`config.mk`:
```
export PLATFORM = sky130hd
export DESIGN_NAME = branch_predictor
export DESIGN_NICKNAME = d
export VERILOG_FILES = /design/src/rtl/branch_predictor.sv
export SDC_FILE = /design/constraint.sdc
export NUM_CORES = 1
export LEC_CHECK = 0
export ABC_CLOCK_PERIOD_IN_PS = 2500
export CAP_MARGIN = 40
export CORE_MARGIN = 4
export CORE_UTILIZATION = 35
export DETAILED_ROUTE_END_ITERATION = 10
export HOLD_SLACK_MARGIN = 0.02
export PLACE_DENSITY_LB_ADDON = 0.15
export SLEW_MARGIN = 20
export SYNTH_ARGS = -nofsm -noshare
export SYNTH_HDL_FRONTEND = slang
export SYNTH_SLANG_ARGS = --single-unit
```
`constraint.sdc`:
```
create_clock -name clk -period 2.5 [get_ports clk]
set_clock_uncertainty 0.1 [all_clocks]
set_input_delay 0.5 -clock clk [delete_from_list [all_inputs] [get_ports clk]]
set_output_delay 0.5 -clock clk [all_outputs]
set_load 0.02 [all_outputs]
```
`src/rtl/branch_predictor.sv`:
```
// branch_predictor
//   Dynamic branch direction predictor for the 3-stage (IF -> D -> X) core.
//   The branch history table (BHT) holds LINES tag-less 2-bit saturating
//   counters indexed by pc[IDX_BITS+1:2]. Each counter predicts taken when
//   its MSB is set.
//   The IF lookup is combinational. The prediction is carried through D into
//   X in a small {valid, taken} pipeline. In X it is compared with the
//   resolved outcome, and the indexed counter is trained in the same cycle.
//
// Ports
//   clk             core clock, rising edge
//   rst             asynchronous reset, active low
//   stall           holds the prediction pipeline and suppresses BHT updates
//   flush           X-stage redirect; squashes the IF/D predictions
//   if_pc/if_is_br  IF instruction PC / is a conditional branch
//   pred_taken      IF prediction (0 for non-branches)
//   x_pc/x_is_br    X instruction PC / is a conditional branch
//   x_br_taken      resolved branch outcome in X
//   br_pred_correct X prediction matched the outcome (1 for non-branches)
//   br_count        (BP_PERF_CNT_EN only) resolved branches
//   mispred_count   (BP_PERF_CNT_EN only) mispredicted branches
//
// Build option: define BP_PERF_CNT_EN to add the two performance counters.
module branch_predictor #(
  parameter  int unsigned LINES    = 32,
  localparam int unsigned IDX_BITS = $clog2(LINES)
) (
  input  logic        clk,
  input  logic        rst,
  input  logic        stall,
  input  logic        flush,
  input  logic [31:0] if_pc,
  input  logic        if_is_br,
  output logic        pred_taken,
  input  logic [31:0] x_pc,
  input  logic        x_is_br,
  input  logic        x_br_taken,
  output logic        br_pred_correct
`ifdef BP_PERF_CNT_EN
  ,
  output logic [31:0] br_count,
  output logic [31:0] mispred_count
`endif
);

  typedef struct packed {
    logic valid;
    logic taken;
  } pred_t;

  logic [1:0]          bht_q [LINES];
  logic [1:0]          bht_upd_d;
  logic [IDX_BITS-1:0] if_idx;
  logic [IDX_BITS-1:0] x_idx;
  logic                upd_en;
  pred_t               d_pred_q, d_pred_d;
  pred_t               x_pred_q, x_pred_d;

  // PC bits outside the index field (alias/alignment bits) are not used.
  logic unused_pc_bits;
  assign unused_pc_bits = ^{if_pc[31:IDX_BITS+2], if_pc[1:0],
                            x_pc[31:IDX_BITS+2], x_pc[1:0]};

  assign if_idx = if_pc[IDX_BITS+1:2];
  assign x_idx  = x_pc[IDX_BITS+1:2];

  // The lookup reads the registered table, so a same-cycle update at the
  // same index is seen only from the next cycle on.
  assign pred_taken = if_is_br & bht_q[if_idx][1];

  assign upd_en = x_is_br & ~stall;

  always_comb begin
    bht_upd_d = bht_q[x_idx];
    if (x_br_taken) begin
      if (bht_q[x_idx] != 2'b11) bht_upd_d = bht_q[x_idx] + 2'd1;
    end else begin
      if (bht_q[x_idx] != 2'b00) bht_upd_d = bht_q[x_idx] - 2'd1;
    end
  end

  always_ff @(posedge clk or negedge rst) begin
    if (!rst) begin
      for (int unsigned i = 0; i < LINES; i++) bht_q[i] <= 2'b01;
    end else if (upd_en) begin
      bht_q[x_idx] <= bht_upd_d;
    end
  end

  always_comb begin
    d_pred_d = d_pred_q;
    x_pred_d = x_pred_q;
    if (flush) begin
      d_pred_d = '0;
      x_pred_d = '0;
    end else if (!stall) begin
      d_pred_d = '{valid: if_is_br, taken: pred_taken};
      x_pred_d = d_pred_q;
    end
  end

  always_ff @(posedge clk or negedge rst) begin
    if (!rst) begin
      d_pred_q <= '0;
      x_pred_q <= '0;
    end else begin
      d_pred_q <= d_pred_d;
      x_pred_q <= x_pred_d;
    end
  end

  // A branch that arrives without a valid prediction counts as predicted
  // not-taken.
  always_comb begin
    br_pred_correct = 1'b1;
    if (x_is_br) begin
      if (x_pred_q.valid) br_pred_correct = (x_pred_q.taken == x_br_taken);
      else                br_pred_correct = ~x_br_taken;
    end
  end

`ifdef BP_PERF_CNT_EN
  logic [31:0] br_count_q, br_count_d;
  logic [31:0] mispred_count_q, mispred_count_d;

  always_comb begin
    br_count_d      = br_count_q;
    mispred_count_d = mispred_count_q;
    if (upd_en) begin
      br_count_d = br_count_q + 32'd1;
      if (!br_pred_correct) mispred_count_d = mispred_count_q + 32'd1;
    end
  end

  always_ff @(posedge clk or negedge rst) begin
    if (!rst) begin
      br_count_q      <= '0;
      mispred_count_q <= '0;
    end else begin
      br_count_q      <= br_count_d;
      mispred_count_q <= mispred_count_d;
    end
  end

  assign br_count      = br_count_q;
  assign mispred_count = mispred_count_q;
`endif

endmodule

```
## After elaboration in Yosys (flattened, before gate mapping)

Index checks and enable logic that the tools add are counted.
Widths: inputs -> output; s select.

- Bits in registers: 68
- Logic and storage cells: 70
- Input bits: 71
- Output and inout bits: 2

- Reductions and logical operators: 2
- Bitwise logic cells: 6
- Eq/ne operators: 3
- $lt $le $gt $ge: 3
- Add/subtract/negate cells: 2
- Mux-type cells: 18

Operators with widths:

| cell | count |
|---|---|
| $bwmux 64 | 1 |
| $mux 2 | 12 |
| $bmux 2 s5 | 2 |
| $ge 6x6->1 const B | 2 |
| $not 5->6 | 2 |
| $demux 2 s5 | 1 |
| $lt 6x1->1 const B | 1 |
| $add 2x1->2 const B | 1 |
| $and 1x1->1 | 2 |
| $mux 1 | 2 |
| $ne 2x1->1 const B | 1 |
| $ne 2x2->1 const B | 1 |
| $not 1->1 | 2 |
| $reduce_bool 2->1 | 1 |
| $sub 2x1->2 const B | 1 |
| $eq 1x1->1 | 1 |
| $logic_and 1x1->1 | 1 |

## Depth between registers and ports, before layout

Gate-level depths: netlist of run 1.

- Depth in word-level cells: 8
- Gate-level depth with buffers: 10
- Mapped depth without buffers: 6

## Worst setup path before layout of run 1

OpenSTA, ideal clock, no wires.

- Kind: input-to-reg
- Start: input port x_pc[4]
- End: register bht_q[0] (netlist bit)
- Stages: 8
- Path buffers: 2
- Required time: 2.318 ns
- Arrival time: 2.457 ns
- Setup time: 0.082 ns
- Slack: -0.139 ns
- Path through: buf_2 or3b_4 or3_1 and4b_1 and4_4 maj3_2 buf_6 mux2_2

- Cells in the longest elaborated chain, start to end: 8
- Elaborated cells on any way between the ends: 17
- Classes of those cells: 2 x add/sub; 2 x order compare; 1 x eq/ne; 9 x mux; 1 x bitwise; 2 x reduce/logical

RTL lines:

| what | RTL line | RTL |
|---|---|---|
| start: declaration | 35 | `input logic [31:0] x_pc,` |
| $not 5->6 (implied by the code) * | - |  |
| $bmux 2 s5 | 74, 76, 78 |  |
| $mux 2 (implied by the code) (2 in series) | 74, 76, 78 |  |
| $sub 2x1->2, or another cell as far along | 78 | `if (bht_q[x_idx] != 2'b00) bht_upd_d = bht_q[x_idx] - 2'd1;` |
| $mux 2, on equally long branches | 78, 76 |  |
| $mux 2 | 75 | `if (x_br_taken) begin` |
| $bwmux 64 * | 86 | `bht_q[x_idx] <= bht_upd_d;` |
| end signal: indexed assignment | 86 |  |
| end: declaration | 51 | `logic [1:0] bht_q [LINES];` |

Mark *: on every way between the ends. The rest lies on a longest branch, timed or not. The select of a mux whose other input is x is not followed.
A chain may end at the register's enable or synchronous reset.

## Final worst setup path of run 1

- Start: input port x_pc[4]
- End: register bht_q[62] (netlist bit)

Same word-level chain as after synthesis.

==> impl_metrics.json, run 1 <==
{
  "synth_top_family_by_area": "multiplexers",
  "num_vias": 2881,
  "async_reset_ff_share_pct": 100,
  "hpwl_um": 7410,
  "dieArea_sq_um": 12200,
  "floorplan.initialDensity_pct": 35.7,
  "max-vdd-ir-drop_v": 0.000324,
  "cts_tree": "done",
  "postLayoutCoreUtil_pct": 46.5,
  "setup_slack_ns": 0.0385,
  "ant_nets": 0,
  "area_growth_pct": 30.1,
  "cp-start-kind": "input port",
  "synth-xor-area-share_pct": 0.239,
  "min_period_over_period_pct": 98.5,
  "cts_buffer_depth": 2,
  "fin_crit_ns": 2.46,
  "timing.final.max_slew_violations": 0,
  "yosysSeqAreaShare_pct": 47.5,
  "worst_slew_pin_slew_ns": 0.567,
  "synthCells": 339,
  "grt_overflow": 0,
  "slowest_stage": "maj3_4",
  "routed_via_density": 5.14,
  "synth_ff_type": "dfrtp_1",
  "r2r-end": "bht_q[62]$_DFFE_PN1P_",
  "critical_path_class": "input port to register",
  "die_width_um": 110,
  "slew_headroom_pct": 62.2,
  "routed_wl_um": 10200,
  "yosys.cell_types.count": 37,
  "drt_iter0_markers": 190,
  "reg2regPathDepth": 7,
  "dr.pass1.iters": 4,
  "endpoint_kind": "register",
  "critPathRequiredTime_ns": 2.67,
  "antenna_found_initial": 0,
  "totalNegativeSetupSlack_ns": 0,
  "synthMuxAreaShare_pct": 26.1,
  "rsz0062_at_grt": "true",
  "wl_per_cell_um": 18.2,
  "io_buffers": 18,
  "yosysTopAreaCell": "dfrtp_1",
  "hold_class": "input port to async pin",
  "dpl_cell_area_sq_um": 4410,
  "grt_start_max_net_pins": 46,
  "grt.total_usage_pct": 18.3,
  "critical_path.max_fanout": 7,
  "p_leak_nw": 2.08,
  "cts-root-buf": "clkbuf_8",
  "num_io_pins": 73,
  "p_per_area_nw_per_um2": 592,
  "fill_cells": 993,
  "route.detailed.drc": 0,
  "netlist_area_sq_um": 3670,
  "max_stage_delay_ns": 0.43,
  "multiInputGateArea_sq_um": 1840,
  "grt_pass1_vias": 3073,
  "regToRegSetupSlack_ns": 0.05,
  "pre_cts_slack_ns": -0.814,
  "drive_gt1_share_pct": 43.9,
  "clk_latency_ns": 0.34,
  "synth-simple-area-share_pct": 14.2,
  "synth_top_area_share_pct": 24.5,
  "hold_viol": 0,
  "drv_cap": 0,
  "ys_warn_count": 0,
  "diodes": 0,
  "fin_area_sq_um": 4780,
  "mostFrequentLayoutCell": "nand2_1",
  "avgSynthCellArea_sq_um": 10.8,
  "synth_seq_cells": 68,
  "fmax_mhz": 406,
  "final_cell_mix": "71 x nand2_1, 61 x buf_4, 36 x mux2_2, 36 x dfrtp_1, 35 x mux2i_1",
  "crit_chain": "buf_2 > or3b_4 > or3_4 > and4b_1 > and4_4 > maj3_4 > buf_8 > mux2_2",
  "final-seq-area_sq_um": 1740,
  "ctsHoldBuffers": 0,
  "critical_path_arrival_ns": 2.63,
  "htreeDepth": 3,
  "finalPower_mw": 2.83,
  "clock-sinks": 68,
  "synth_edf_count": 0,
  "finalSetupViolations": 0,
  "path_clk_slew_ns": 0.08,
  "synthAdderAreaFrac_pct": 0.614,
  "fin_nets": 490,
  "cts_inserted_buffers": 9,
  "status": "completed",
  "yosys-top-cells-area": "dfrtp_1 25%, dfstp_2 23%, mux2_2 11%, mux2i_1 9.8%, nand2_1 7.3%",
  "std_cell_rows": 37,
  "gp_congestion": 0.808,
  "syn_nets": 410,
  "synth_compound_area_share_pct": 7.94,
  "grt_first_pass_wirelength_um": 16600,
  "die_h_um": 110,
  "design.core.area_sq_um": 10300,
  "rr_startpoint": "bht_q[30]$_DFFE_PN1P_"
}
-- critical path, delay by kind of cell --
kind                     cells  cell delay (ns)
adder cells (fa/ha/maj)      1             0.43
AND/OR/NAND/NOR              4             1.13
buffers and inverters        2             0.29
multiplexers                 1             0.26
-- cells in the mapped netlist, types with 3 or more instances --
library cell	number
nor2b_1	4
buf_6	4
nand3_1	4
nand3b_1	3
mux4_2	8
mux2i_1	36
o21ai_0	27
clkbuf_1	11
dfstp_2	32
o22ai_1	11
nor3b_1	4
mux2_2	37
buf_2	3
dfrtp_1	36
nor2_1	8
o21ai_1	7
and3_1	3
nor3_1	4
nand2_1	71
-- stage by stage --
stage                     cells  hold slack, ns
final                       560          0.0378
after detailed placement    536           0.416
after global placement      536           0.405
after floorplan             339           0.104
after global routing        560          0.0575
after CTS                   558          0.0390
-- area by class of cell --
cell class | instances | share of cell area [%]
inverters | 2 | 0.157
clock buffers | 11 | 3.17
repair buffers | 90 | 16.8
flip-flops and latches | 68 | 36.5
multi-input cells | 248 | 38.6
well taps | 136 | 3.56
clock inverters | 5 | 1.23
-- power by group --
part	internal (mW)	total, mW	switching, mW
sequential	1.25	1.31	0.0628
clock	0.517	0.957	0.440
combinational	0.298	0.558	0.260
-- worst max-delay path by stage --
stage,startpoint,endpoint
3_5_place_dp,if_pc[3],pred_taken
2_1_floorplan,x_pc[4],bht_q[0]$_DFFE_PN1P_
5_1_grt,bht_q[7]$_DFFE_PN0P_,pred_taken
4_1_cts,if_pc[3],pred_taken
3_3_place_gp,if_pc[3],pred_taken
6_report,x_pc[4],bht_q[62]$_DFFE_PN1P_
-- flip-flops by register name (all words and copies together), names as in the netlist --
register and flops:
d_pred_q 2, bht_q 64, x_pred_q 2
-- cells by family (layout without fill, tap and decap cells) --
| kind of cell | Yosys count | in the layout |
|---|---|---|
| and+or+nand+nor | 112 | 112 |
| muxes | 81 | 81 |
| DFF | 68 | 68 |
| AOI/OAI and AO/OA | 52 | 52 |
| buffers and inverters | 23 | 108 |
| adders and majority gates | 2 | 2 |
| xor gates and xnor gates | 1 | 1 |
-- routing by layer --
layer / GRT usage [%] / vias to the layer above / wire (um)
met5: 0 / - / 0
met4: 6.51 / 0 / 252
met3: 3.90 / 14 / 458
met2: 30.2 / 72 / 4880
met1: 23.8 / 1414 / 4610
li1: - / 1381 / -
-- what timing repair did --
item	in CTS	in global routing
gates cloned	2	0
pin swaps	3	4
setup buffers	5	2
resized for setup	46	7
endpoints found under the setup margin	65	35
Note: power is estimated with default switching activity, not from simulation.
==> run 2: changes to the inputs <==
Settings changed: CORE_UTILIZATION 35 to 45.
==> run 2 against run 1 <==
Against the previous run: sequential power about the same; sequential cell count unchanged; highest routed layer unchanged; the flow now finishes with violations (setup timing); setup slack worse by 0.050 ns; routed wire length up 0.33%; count of clock-buffer cells in the layout down 2.
==> impl_metrics.json, run 2 (synthesis results as in run 1) <==
{
  "violations": "setup timing",
  "grt_overflow": 0,
  "die_h_um": 98.3,
  "cpMostUsedCell": "buf_12",
  "reg2regPathDepth": 9,
  "critical_path_arrival_ns": 2.69,
  "critical_path_class": "input port to register",
  "slowest_stage": "maj3_4",
  "num_vias": 3002,
  "endpoint_kind": "register",
  "hold_viol": 0,
  "ant_nets": 0,
  "route.detailed.drc": 0,
  "r2r-end": "bht_q[48]$_DFFE_PN1P_",
  "dr.pass1.iters": 4,
  "p_leak_nw": 2.16,
  "path_depth": 11,
  "rr_startpoint": "bht_q[57]$_DFFE_PN0P_",
  "std_cell_rows": 32,
  "mostFrequentLayoutCell": "nand2_1",
  "status": "complete, but fails checks",
  "final_cell_mix": "70 x nand2_1, 59 x buf_4, 36 x dfrtp_1, 34 x mux2_2, 32 x dfstp_2",
  "fin_cells": 534,
  "worst_slew_pin_slew_ns": 0.464,
  "grt_pass1_vias": 3094,
  "drv_cap": 0,
  "clock-sinks": 68,
  "io_buffers": 18,
  "slew_headroom_pct": 68.8,
  "routed_wl_um": 10200,
  "critical_path.max_fanout": 8,
  "rsz0062_at_grt": "true",
  "path_buf_inv": 5,
  "floorplan.initialDensity_pct": 46.8,
  "fmax_mhz": 398,
  "gp_congestion": 0.904,
  "finalSetupViolations": 8,
  "top_register": "bht_q",
  "fin_crit_ns": 2.51,
  "cts_buffer_depth": 2,
  "cp-start-kind": "input port",
  "largest_register_ffs": 64,
  "max-vdd-ir-drop_v": 0.000312,
  "design.core.area_sq_um": 7850,
  "htreeDepth": 3,
  "hold_class": "input port to async pin",
  "wl_per_cell_um": 19.2,
  "dpl.cell_count": 503,
  "max_stage_delay_ns": 0.39,
  "drt_iter0_markers": 265,
  "cts_inserted_buffers": 9,
  "cts_tree": "done",
  "area_growth_pct": 36.2,
  "dieArea_sq_um": 9660,
  "antenna_found_initial": 0,
  "die_width_um": 98.3,
  "diodes": 0,
  "clk_latency_ns": 0.35,
  "drive_gt1_share_pct": 47.0,
  "cts-root-buf": "clkbuf_8",
  "routed_via_density": 5.62,
  "setup_slack_ns": -0.0112,
  "fin_nets": 498,
  "grt_first_pass_wirelength_um": 16500,
  "grt_start_max_net_pins": 69,
  "crit_chain": "buf_12 > buf_12 > buf_4 > mux2i_4 > o22ai_2 > nor4_2 > mux2i_1 > maj3_4 > buf_12 > buf_12 > mux2_4",
  "path_clk_slew_ns": 0.08,
  "min_period_over_period_pct": 100,
  "grt.total_usage_pct": 22.3,
  "pre_cts_slack_ns": -0.795,
  "num_io_pins": 73,
  "regToRegSetupSlack_ns": 0.05,
  "cpLargestDelayFamily": "multiplexers",
  "reg_top3": "bht_q x64, d_pred_q x2, x_pred_q x2",
  "p_per_area_nw_per_um2": 609,
  "critPathLaunch": "x_pc[2]",
  "hpwl_um": 6860,
  "timing.final.max_slew_violations": 0,
  "critPathRequiredTime_ns": 2.68
}
## run 2: changes by cell type in the layout (fill, tap and decap cells not counted), sizes merged
cell,before,now
bufinv,1,3
dlygate4sd2,3,2
dlymetal6s2s,0,1
inv,3,2
clkbuf,11,10
clkinv,1,2
buf,80,87
## run 2: routing by layer
metal  share of wire (%)  global-route usage (%)  wire length [um]
met1                  45                    31.3              4570
met4                 3.4                    9.14               344
met5                   0                       0                 0
met2                  46                    34.6              4760
met3                 5.5                    3.29               559
## run 2: worst max-delay path by stage
stage                       endpoint
6_report       bht_q[48]$_DFFE_PN1P_
5_1_grt        bht_q[30]$_DFFE_PN1P_
4_1_cts                   pred_taken
3_5_place_dp              pred_taken
3_3_place_gp              pred_taken
2_1_floorplan   bht_q[0]$_DFFE_PN1P_
## run 2: worst register-to-register path: stages (launching register included)
cell and delay (ns):
dfrtp_1 0.42, buf_4 0.16, mux2i_4 0.14, o22ai_2 0.10, nor4_2 0.36, mux2i_1 0.16
maj3_4 0.39, buf_12 0.15, buf_12 0.13, mux2_4 0.27
## run 2: layout make-up
| type | instances | area, sq um |
|---|---|---|
| Clock buffer | 9 | 124 |
| Clock inverter | 7 | 115 |
| Fill cell | 621 | 2850 |
| Inverter | 2 | 7.51 |
| Multi-Input combinational cell | 248 | 1910 |
| Sequential cell | 68 | 1740 |
| Tap cell | 102 | 128 |
| Timing Repair Buffer | 98 | 968 |
## run 2: report_power, final
part / switching, mW / internal, mW / leakage [nW]
Sequential: 0.0653 / 1.25 / 0.828
Clock: 0.436 / 0.659 / 0.115
Combinational: 0.283 / 0.352 / 1.22
## run 2: timing repair
| action | CTS | global route |
|---|---|---|
| gates cloned | 7 | 0 |
| setup endpoints to repair | 65 | 59 |
| hold buffers | 0 | 0 |
| resized for setup | 63 | 28 |
| buffers inserted | 7 | 1 |
| pin swaps | 8 | 13 |
## run 2: per-stage QoR
stage | util (%) | TNS (ns) | instance area [sq um] | total power [mW] | hold WS, ns
after floorplan | - | -2.04 | 3680 | 1.59 | 0.104
after global placement | 55.8 | -36.57 | 4380 | 1.80 | 0.392
after detailed placement | 55.8 | -38.11 | 4380 | 1.81 | 0.398
after CTS | 62.6 | -0.0192 | 4910 | 3.04 | 0.0773
after global routing | 63.7 | -0.144 | 5000 | 3.18 | 0.0863
final | 63.7 | -0.0387 | 5000 | 3.04 | 0.0436
